===== src/rtl/proc_pkg.sv =====
// rtl/proc_pkg.sv - shared constants, field positions and FSM states for the program sequencer
// Purpose: word width, mvi opcode, halt marker, opcode field slice and sequencer states.
// Ports:   none (package).
package proc_pkg;

   localparam int DW = 9;

   // Instruction word layout: [2:0] opcode, [5:3] Rx, [8:6] Ry
   localparam int OPC_LSB = 0;
   localparam int OPC_MSB = 2;
   localparam int RX_LSB  = 3;
   localparam int RX_MSB  = 5;
   localparam int RY_LSB  = 6;
   localparam int RY_MSB  = 8;

   localparam logic [2:0]    OP_MVI    = 3'b001;
   localparam logic [DW-1:0] HALT_WORD = 9'h1FF;

   typedef enum logic [2:0] {
      IDLE,
      ISSUE,
      IMM,
      WAIT,
      NEXT,
      HALT,
      ERROR
   } state_t;

   function automatic logic is_mvi(input logic [DW-1:0] word);
      return word[OPC_MSB:OPC_LSB] == OP_MVI;
   endfunction

endpackage


===== src/rtl/prog_mem.sv =====
// rtl/prog_mem.sv - program word store, synchronous write and asynchronous read
// Purpose: 2**AW x DW register array holding the program; contents are not reset.
// Ports:   clk            write clock
//          we/waddr/wdata synchronous write port
//          raddr/rdata    combinational read port
module prog_mem #(
   parameter int DW = 9,
   parameter int AW = 5
) (
   input  logic          clk,
   input  logic          we,
   input  logic [AW-1:0] waddr,
   input  logic [DW-1:0] wdata,
   input  logic [AW-1:0] raddr,
   output logic [DW-1:0] rdata
);

   logic [DW-1:0] mem [0:(1<<AW)-1];

   always_ff @(posedge clk) begin
      if (we) begin
         mem[waddr] <= wdata;
      end
   end

   assign rdata = mem[raddr];

endmodule


===== src/rtl/program_sequencer.sv =====
// rtl/program_sequencer.sv - Done-handshaked instruction feeder for simple_processor_Top
// Purpose: steps through a small program memory, presenting each instruction (and the
//          immediate word of an mvi) on DIN with a one-cycle Run pulse, then waits for
//          Done before moving on. A watchdog flags Error if Done never comes.
// Ports:   Clock, Resetn             clock and asynchronous active-low reset
//          Start                     level start request, sampled in IDLE
//          prog_we/addr/data         program load port (ignored while running)
//          prog_len                  number of valid program words
//          Done                      instruction complete from the processor
//          DIN, Run                  registered word and run strobe to the processor
//          PC                        address of the current instruction
//          Busy, Halted, Error       status
module program_sequencer #(
   parameter int DW      = proc_pkg::DW,
   parameter int AW      = 5,
   parameter int TIMEOUT = 16
) (
   input  logic          Clock,
   input  logic          Resetn,
   input  logic          Start,
   input  logic          prog_we,
   input  logic [AW-1:0] prog_addr,
   input  logic [DW-1:0] prog_data,
   input  logic [AW:0]   prog_len,
   input  logic          Done,
   output logic [DW-1:0] DIN,
   output logic          Run,
   output logic [AW:0]   PC,
   output logic          Busy,
   output logic          Halted,
   output logic          Error
);

   import proc_pkg::*;

   localparam int TW = $clog2(TIMEOUT) + 1;

   state_t        state, state_n;
   logic [AW:0]   pc_n;
   logic [DW-1:0] din_n;
   logic          run_n;
   logic [TW-1:0] timer, timer_n;
   logic          mvi, mvi_n;

   logic [AW:0]   pc_plus1;
   logic [AW:0]   rd_ptr;
   logic [DW-1:0] rd_word;
   logic          mem_we;

   assign pc_plus1 = PC + (AW+1)'(1);

   // One read port: the immediate is fetched from PC+1 while in IMM.
   assign rd_ptr = (state == IMM) ? pc_plus1 : PC;
   assign mem_we = prog_we && (state == IDLE || state == HALT || state == ERROR);

   prog_mem #(.DW(DW), .AW(AW)) u_mem (
      .clk   (Clock),
      .we    (mem_we),
      .waddr (prog_addr),
      .wdata (prog_data),
      .raddr (rd_ptr[AW-1:0]),
      .rdata (rd_word)
   );

   always_ff @(posedge Clock or negedge Resetn) begin
      if (!Resetn) begin
         state <= IDLE;
         PC    <= '0;
         DIN   <= '0;
         Run   <= 1'b0;
         timer <= '0;
         mvi   <= 1'b0;
      end else begin
         state <= state_n;
         PC    <= pc_n;
         DIN   <= din_n;
         Run   <= run_n;
         timer <= timer_n;
         mvi   <= mvi_n;
      end
   end

   always_comb begin
      state_n = state;
      pc_n    = PC;
      din_n   = DIN;
      run_n   = 1'b0;
      timer_n = timer;
      mvi_n   = mvi;

      case (state)
         IDLE: begin
            if (Start) begin
               pc_n    = '0;
               state_n = (prog_len == '0) ? HALT : ISSUE;
            end
         end
         ISSUE: begin
            // Length check first: a PC at or past the end may alias a valid address.
            if (PC >= prog_len || rd_word == HALT_WORD) begin
               state_n = HALT;
            end else begin
               din_n   = rd_word;
               run_n   = 1'b1;
               timer_n = '0;
               mvi_n   = is_mvi(rd_word);
               state_n = mvi_n ? IMM : WAIT;
            end
         end
         IMM, WAIT: begin
            if (state == IMM) begin
               din_n = (pc_plus1 >= prog_len) ? '0 : rd_word;
            end
            // Done takes priority over a watchdog expiring in the same cycle.
            if (Done) begin
               state_n = NEXT;
            end else if (timer == TW'(TIMEOUT - 1)) begin
               state_n = ERROR;
            end else begin
               timer_n = timer + TW'(1);
            end
         end
         NEXT: begin
            pc_n    = PC + (mvi ? (AW+1)'(2) : (AW+1)'(1));
            state_n = ISSUE;
         end
         HALT, ERROR: begin
            if (!Start) begin
               state_n = IDLE;
            end
         end
         default: state_n = IDLE;
      endcase
   end

   assign Busy   = (state == ISSUE) || (state == IMM) || (state == WAIT);
   assign Halted = (state == HALT);
   assign Error  = (state == ERROR);

endmodule


===== config.mk =====
export PLATFORM = sky130hd
export DESIGN_NAME = program_sequencer
export DESIGN_NICKNAME = d
export VERILOG_FILES = /design/src/rtl/proc_pkg.sv /design/src/rtl/prog_mem.sv /design/src/rtl/program_sequencer.sv
export SDC_FILE = /design/constraint.sdc
export NUM_CORES = 1
export LEC_CHECK = 0
export CAP_MARGIN = 20
export CORE_MARGIN = 1
export CORE_UTILIZATION = 41
export CTS_CLUSTER_DIAMETER = 50
export DETAILED_ROUTE_END_ITERATION = 7
export GPL_ROUTABILITY_DRIVEN = 1
export GPL_TIMING_DRIVEN = 0
export HOLD_SLACK_MARGIN = 0.03
export SLEW_MARGIN = 25
export SYNTH_ARGS = -nofsm -noshare
export SYNTH_HDL_FRONTEND = slang
export SYNTH_SLANG_ARGS = --single-unit

===== constraint.sdc =====
create_clock -name Clock -period 5.51 [get_ports Clock]
set_input_delay 1.102 -clock Clock [delete_from_list [all_inputs] [get_ports Clock]]
set_output_delay 1.102 -clock Clock [all_outputs]
set_load 0.005 [all_outputs]

Yosys cells after proc, flatten, opt, wreduce, memory -nomap -nowiden
Memories as Yosys holds them, arrays and structs flattened.
Cells that the tools add are included.
W data, S select, Z words.
{"block": "classes", "n_mux": 24, "eq_ne": 16, "n_reduce_logical": 17, "n_bitwise": 1, "add_sub_neg": 3, "order_cmp": 2}
{"operator": "$mux W9", "count": 3}
{"operator": "$mux W5", "count": 4}
{"operator": "$mux W3", "count": 6}
{"operator": "$pmux W9 S2", "count": 1}
{"operator": "$pmux W3 S5", "count": 1}
{"operator": "$ge A6 B6 Y1", "count": 2}
{"operator": "$ne A2 B2 Y1 const B", "count": 6}
{"operator": "$pmux W6 S2", "count": 1}
{"operator": "$pmux W5 S2", "count": 1}
{"operator": "$eq A3 B3 Y1 const B", "count": 3}
{"operator": "$eq A9 B9 Y1 const B", "count": 1}
{"operator": "$add A6 B1 Y6 const B", "count": 1}
{"operator": "$add A6 B2 Y6", "count": 1}
{"operator": "$eq A3 B1 Y1 const B", "count": 2}
{"operator": "$eq A3 B2 Y1 const B", "count": 2}
{"operator": "$logic_not A6 Y1", "count": 1}
{"operator": "$mux W6", "count": 1}
{"operator": "$reduce_and A3 Y1", "count": 2}
{"operator": "$add A5 B1 Y5 const B", "count": 1}
{"operator": "$eq A5 B4 Y1 const B", "count": 1}
{"operator": "$logic_or A1 B1 Y1", "count": 5}
{"operator": "$mux W1", "count": 5}
{"operator": "$reduce_and A2 Y1", "count": 2}
{"operator": "$reduce_and A4 Y1", "count": 1}
{"operator": "7 further kinds", "count": 9}
{"block": "totals", "elab_cells": 70, "n_memories": 1, "ram_bits": 288, "regBits": 25}
{"memory": "u_mem.mem", "words": 32, "word_bits": 9, "read_ports": 1, "rd_clocked_by_memory_dff": 0, "wr": 1, "line": "prog_mem.sv:18", "source": "logic [DW-1:0] mem [0:(1<<AW)-1];"}

Longest topological paths before layout
An unclocked memory read counts as a cell.
{"block": "logic_depth", "depth_word": 7, "mapped_depth": 14, "depth_no_buf": 12}

Cells and area by module
A second synthesis with hierarchy kept.
{"block": "unflattened", "hier_cells": 643, "hier_area_um2": 12833.6}
{"module": "prog_mem", "seq_area_each_um2": 8648.3, "cells_each": 454, "instances": 1, "area_per_inst_um2": 11101.9}
{"module": "program_sequencer", "seq_area_each_um2": 625.6, "cells_each": 189, "instances": 1, "area_per_inst_um2": 1731.7}

Worst setup path before layout
Ideal clock, no wire load.
{"block": "synth_timing", "path_kind": "flip-flop to flip-flop", "start": "register PC[0]", "end": "register DIN[0]", "path_stages_with_launch": 14, "synth_period_minus_slack_ps": 3493, "n_path_buf": 2, "t_arrival_ps": 3371, "slack_ps": 2017, "setup_time_ps": 122, "required_time_ps": 5388, "path_cell_list": "dfrtp_1 ha_1 and4bb_2 xor2_1 buf_6 mux4_2 nand2_1 nand2_1 o221ai_1 nor2_1 and4_4 a21o_4 buf_6 a32o_1"}
{"block": "synth_via", "elab_chain_cells": 7, "elab_cells_between_ends": 13, "classes_between": "1 x add/sub; 2 x order compare; 2 x eq/ne; 5 x mux; 2 x reduce/logical; 1 x memory"}
{"element": "start: declaration", "line": "program_sequencer.sv:28", "source": "output logic [AW:0] PC,"}
{"element": "start signal: assignment", "line": "program_sequencer.sv:75", "source": "PC <= pc_n;"}
{"element": "$add A6 B1 Y6", "line": "program_sequencer.sv:50", "source": "assign pc_plus1 = PC + (AW+1)'(1);"}
{"element": "$mux W5", "line": "program_sequencer.sv:53", "source": "assign rd_ptr = (state == IMM) ? pc_plus1 : PC;"}
{"element": "$mem_v2 Z32 W9"}
{"element": "$eq A9 B9 Y1", "line": "program_sequencer.sv:100", "source": "if (PC >= prog_len || rd_word == HALT_WORD) begin"}
{"element": "$logic_or A1 B1 Y1", "line": "program_sequencer.sv:100"}
{"element": "$ne A2 B2 Y1 (no source line)"}
{"element": "$reduce_and A3 Y1 (no source line)"}
{"element": "end signal: assignment", "line": "program_sequencer.sv:76", "source": "DIN <= din_n;"}
{"element": "end: declaration", "line": "program_sequencer.sv:26", "source": "output logic [DW-1:0] DIN,"}
Several ways; a longest one is shown, not always the timed one. The select of a mux whose other input is x is not followed.
A chain may end at the register's enable or synchronous reset.

Worst setup path after layout
{"block": "layout_timing", "start": "register state[0]", "end": "register DIN[1]"}
{"block": "layout_via", "elab_chain_cells": 7, "elab_cells_between_ends": 16, "classes_between": "6 x eq/ne; 5 x mux; 4 x reduce/logical; 1 x memory"}
{"element": "start: declaration", "line": "program_sequencer.sv:38", "source": "state_t state, state_n;"}
{"element": "start signal: assignment", "line": "program_sequencer.sv:74", "source": "state <= state_n;"}
{"element": "$eq A3 B2 Y1", "line": "program_sequencer.sv:53, program_sequencer.sv:91, program_sequencer.sv:111"}
{"element": "$mux W5", "line": "program_sequencer.sv:53"}
{"element": "$mem_v2 Z32 W9"}
{"element": "$eq A9 B9 Y1", "line": "program_sequencer.sv:100"}
{"element": "$logic_or A1 B1 Y1", "line": "program_sequencer.sv:100"}
{"element": "$ne A2 B2 Y1 (no source line)"}
{"element": "$reduce_and A3 Y1 (no source line)"}
Several ways; a longest one is shown, not always the timed one. The select of a mux whose other input is x is not followed.

==> results.toml <==
[run_status]
outcome = "finished, final reports clean"

[sta]
tightest_slew_ns = 1.12
worst_clock_skew_ns = 0.0280
post-route-period-util_pct = 82.0
rsz_0062_raised_after_global_routing = "no"
timing.max_slew.rel_slack_pct = 24.7
setup_total_negative_slack_ns = 0
hold_ws_ns = 0.536
post-route-min-period_ns = 4.52
clock.fmax_ghz = 0.221
report.final.hold_viol_count = 0
slew_viol_final = 0
setup_viol = 0

[layout]
n_fill_cell = 2624
diodes = 0
drive_gt1_share_pct = 20.0
layout.nets = 865
areaGrowthSynthToFinish_pct = 15.6

[synthesis]
avgSynthCellArea_um2 = 17.6
postSynthNetCount = 783
yosys_most_used_dff = "edfxtp_1"
netlist_area_mm2 = 0.0130
postSynthRegisterBits = 313
synth-edff-count = 288
async_reset_ff_share_pct = 7.99
syn-instance-count = 740
yosys_warnings = 0
yosys.cell_types.count = 56
yosysSeqAreaShare_pct = 71.1

[pwr]
static-leakage-power_uw = 0.00503
total_power_uw = 7240
power-per-cell-area_mw_per_mm2 = 480
vdd.ir_drop.worst_uv = 269

[setup_path]
slowest_cell_on_crit_path = "clkbuf_1"
critical-path-max-stage-delay_ns = 0.73
crit_family = "buffers and inverters"
timing.critical_path.to_type = "register"
criticalPathCategory = "reg -> reg"
critPathBufInv = 3
cp.arrival_ns = 4.91
kind_of_start_point_of_the_critical_path = "register"
timing.critical_path.fanout_max = 10
worstPathCellList = "or3b_1 -> buf_2 -> mux2_2 -> buf_1 -> clkbuf_1 -> mux2i_1 -> a32oi_1 -> o221ai_1 -> nor3_2 -> nand3_2 -> a32o_1"
critPathRequiredTime_ns = 5.90

[die]
placement_rows = 64
die_w_um = 180
die-area_mm2 = 0.0325
starting_density_pct = 42.2
core_area_mm2 = 0.0309
ioPinCount = 44
chipHeight_um = 180

[cts]
cts.sink_count = 313
cts_hold_buffers = 0
post_cts_resize_count = 0
clock_buffer_depth = 3
htree_levels = 2
number_of_clock_buffers_inserted_by_tritoncts = 37
cts.root.buffer_cell = "clkbuf_16"
tritoncts = "done"
clk_pin_slew_ns = 0.06
post-cts-setup-buffer-count = 0
clock_latency_ns = 0.53

[placed_design]
routabilityCongestion = 0.788
port_buffers = 43
post-dp-hpwl_um = 19500

[grt]
number_of_global_route_vias_before_repair = 6988
grt_pass1_wl_um = 46000
gr-total-overflow = 0
number_of_antenna_violations_at_the_first_check_in_global_routing = 0
track_usage_pct = 19.5
grt_start_max_net_pins = 33

[drt]
initialDrtViolationCount = 750
num_vias = 7048
drt_wl_total_um = 31100
wl_per_cell_um = 25.1
drt-pass1-iter-count = 5
via_per_inst = 5.67
drc_errors = 0
antenna_left = 0

[flow_run]
max-cap-violations = 0

[min_path]
min-delay-path-class = "reg -> reg"
registers in the layout, indices dropped and copies added, names as in the netlist:
name and flops:
timer 5, Run 1, DIN 9, mvi 1, state 3, u_mem.mem 288
PC 6
worst register-to-register path: cells and delay by family (launching register included):
| family | cells | cell delay [ns] |
|---|---|---|
| AND/OR/NAND/NOR | 3 | 0.96 |
| flip-flops | 1 | 0.40 |
| buffers and inverters | 3 | 1.58 |
| AO/OA/AOI/OAI | 3 | 0.92 |
| multiplexers | 2 | 0.54 |
layout make-up:
class | count | area [µm²] | share of cell area [%]
Clock inverter | 18 | 159 | 1.05
Timing Repair Buffer | 43 | 380 | 2.52
Sequential cell | 313 | 9270 | 61.5
Buffer | 34 | 250 | 1.66
Clock buffer | 45 | 977 | 6.48
Multi-Input combinational cell | 382 | 3500 | 23.2
Tap cell | 396 | 495 | 3.29
Inverter | 11 | 41.3 | 0.274
cells in the mapped netlist, types with 3 or more instances:
library cell  instances  area, µm²
xnor2_1               4       35.0
ha_1                 17        213
o22ai_1               6       37.5
mux4_2               56       1260
a32o_1               11        110
a32oi_1               7       61.3
nand3_1               9       45.0
mux2_2               17        191
o21ai_0               9       45.0
dfrtp_1              25        626
xor2_1                7       61.3
edfxtp_1            288       8650
buf_6                 8       90.1
clkbuf_1             11       41.3
a22oi_1               5       37.5
nand2b_1              6       37.5
nor3_1                3       15.0
a221oi_1              5       43.8
buf_1                 5       18.8
a21o_1                5       37.5
inv_1                10       37.5
buf_4                 4       30.0
mux2i_1              26        260
nand2_1              74        278
o221ai_1             12        105
nor2_1               60        225
nor2b_1               4       25.0
nand3b_1              8       60.1
a21oi_1               5       25.0
buf_8                 4       60.1
per-stage QoR:
stage / worst slack, ns / std cells / instance area [µm²] / util [%]
6_report: 0.991 / 1242 / 15100 / 48.8
5_1_grt: 0.783 / 1242 / 15100 / 48.8
4_1_cts: 1.01 / 1242 / 15100 / 48.8
3_5_place_dp: 1.04 / 1179 / 13900 / 45.1
3_3_place_gp: 0.693 / 1179 / 14000 / 45.2
2_1_floorplan: 2.02 / 740 / 13000 / -
power breakdown:
group          internal [µW]  switching [µW]
logic                    991            1220
clock network           1320             962
registers               2690            58.3
final timing paths:
path	start	cells after the start	slack (ns)	end
worst max-delay path	state[0]$_DFFE_PN0P_	11	0.99	DIN[1]$_DFFE_PN0P_
worst min-delay path	timer[3]$_DFFE_PN0P_	2	0.54	timer[3]$_DFFE_PN0P_
worst max register to register	state[0]$_DFFE_PN0P_	11	0.99	DIN[1]$_DFFE_PN0P_
worst min register to register	timer[3]$_DFFE_PN0P_	2	0.54	timer[3]$_DFFE_PN0P_
max in group asynchronous	Resetn	1	4.55	timer[3]$_DFFE_PN0P_
min in group asynchronous	Resetn	1	0.57	PC[0]$_DFFE_PN0P_
cell families (layout without fill, tap and decap cells):
| family | count (synthesis) | count (layout) | share of synthesized area (%) |
|---|---|---|---|
| adders and majority gates | 18 | 18 | 1.79 |
| buffers and inverters | 45 | 151 | 2.24 |
| and+or+nand+nor | 179 | 179 | 6.20 |
| xor gates and xnor gates | 12 | 12 | 0.950 |
| DFF | 313 | 313 | 71.1 |
| AOI/OAI and AO/OA | 73 | 73 | 4.47 |
| muxes | 100 | 100 | 13.2 |
cell usage in the layout (no fill, tap or decap), types with 10 or more instances in the layout:
cell type | synthesis | final
dfrtp_1 | 25 | 25
buf_2 | 2 | 12
ha_1 | 17 | 17
mux2i_1 | 26 | 26
mux2_2 | 17 | 17
clkdlybuf4s50_1 | 0 | 33
clkbuf_1 | 11 | 18
o221ai_1 | 12 | 12
edfxtp_1 | 288 | 288
mux4_2 | 56 | 56
nor2_1 | 60 | 54
a32o_1 | 11 | 11
nand2_1 | 74 | 74
clkbuf_16 | 0 | 38
inv_1 | 10 | 10
per-layer routing:
metal	wire [µm]	share of wire [%]	track usage, %	up-vias
li1	-	-	-	3116
met2	14300	46	30.1	292
met1	13600	44	28.1	3590
met5	0	0	0	-
met4	726	2.3	5.54	0
met3	2510	8.1	4.00	50
(Power assumes the default switching activity.)
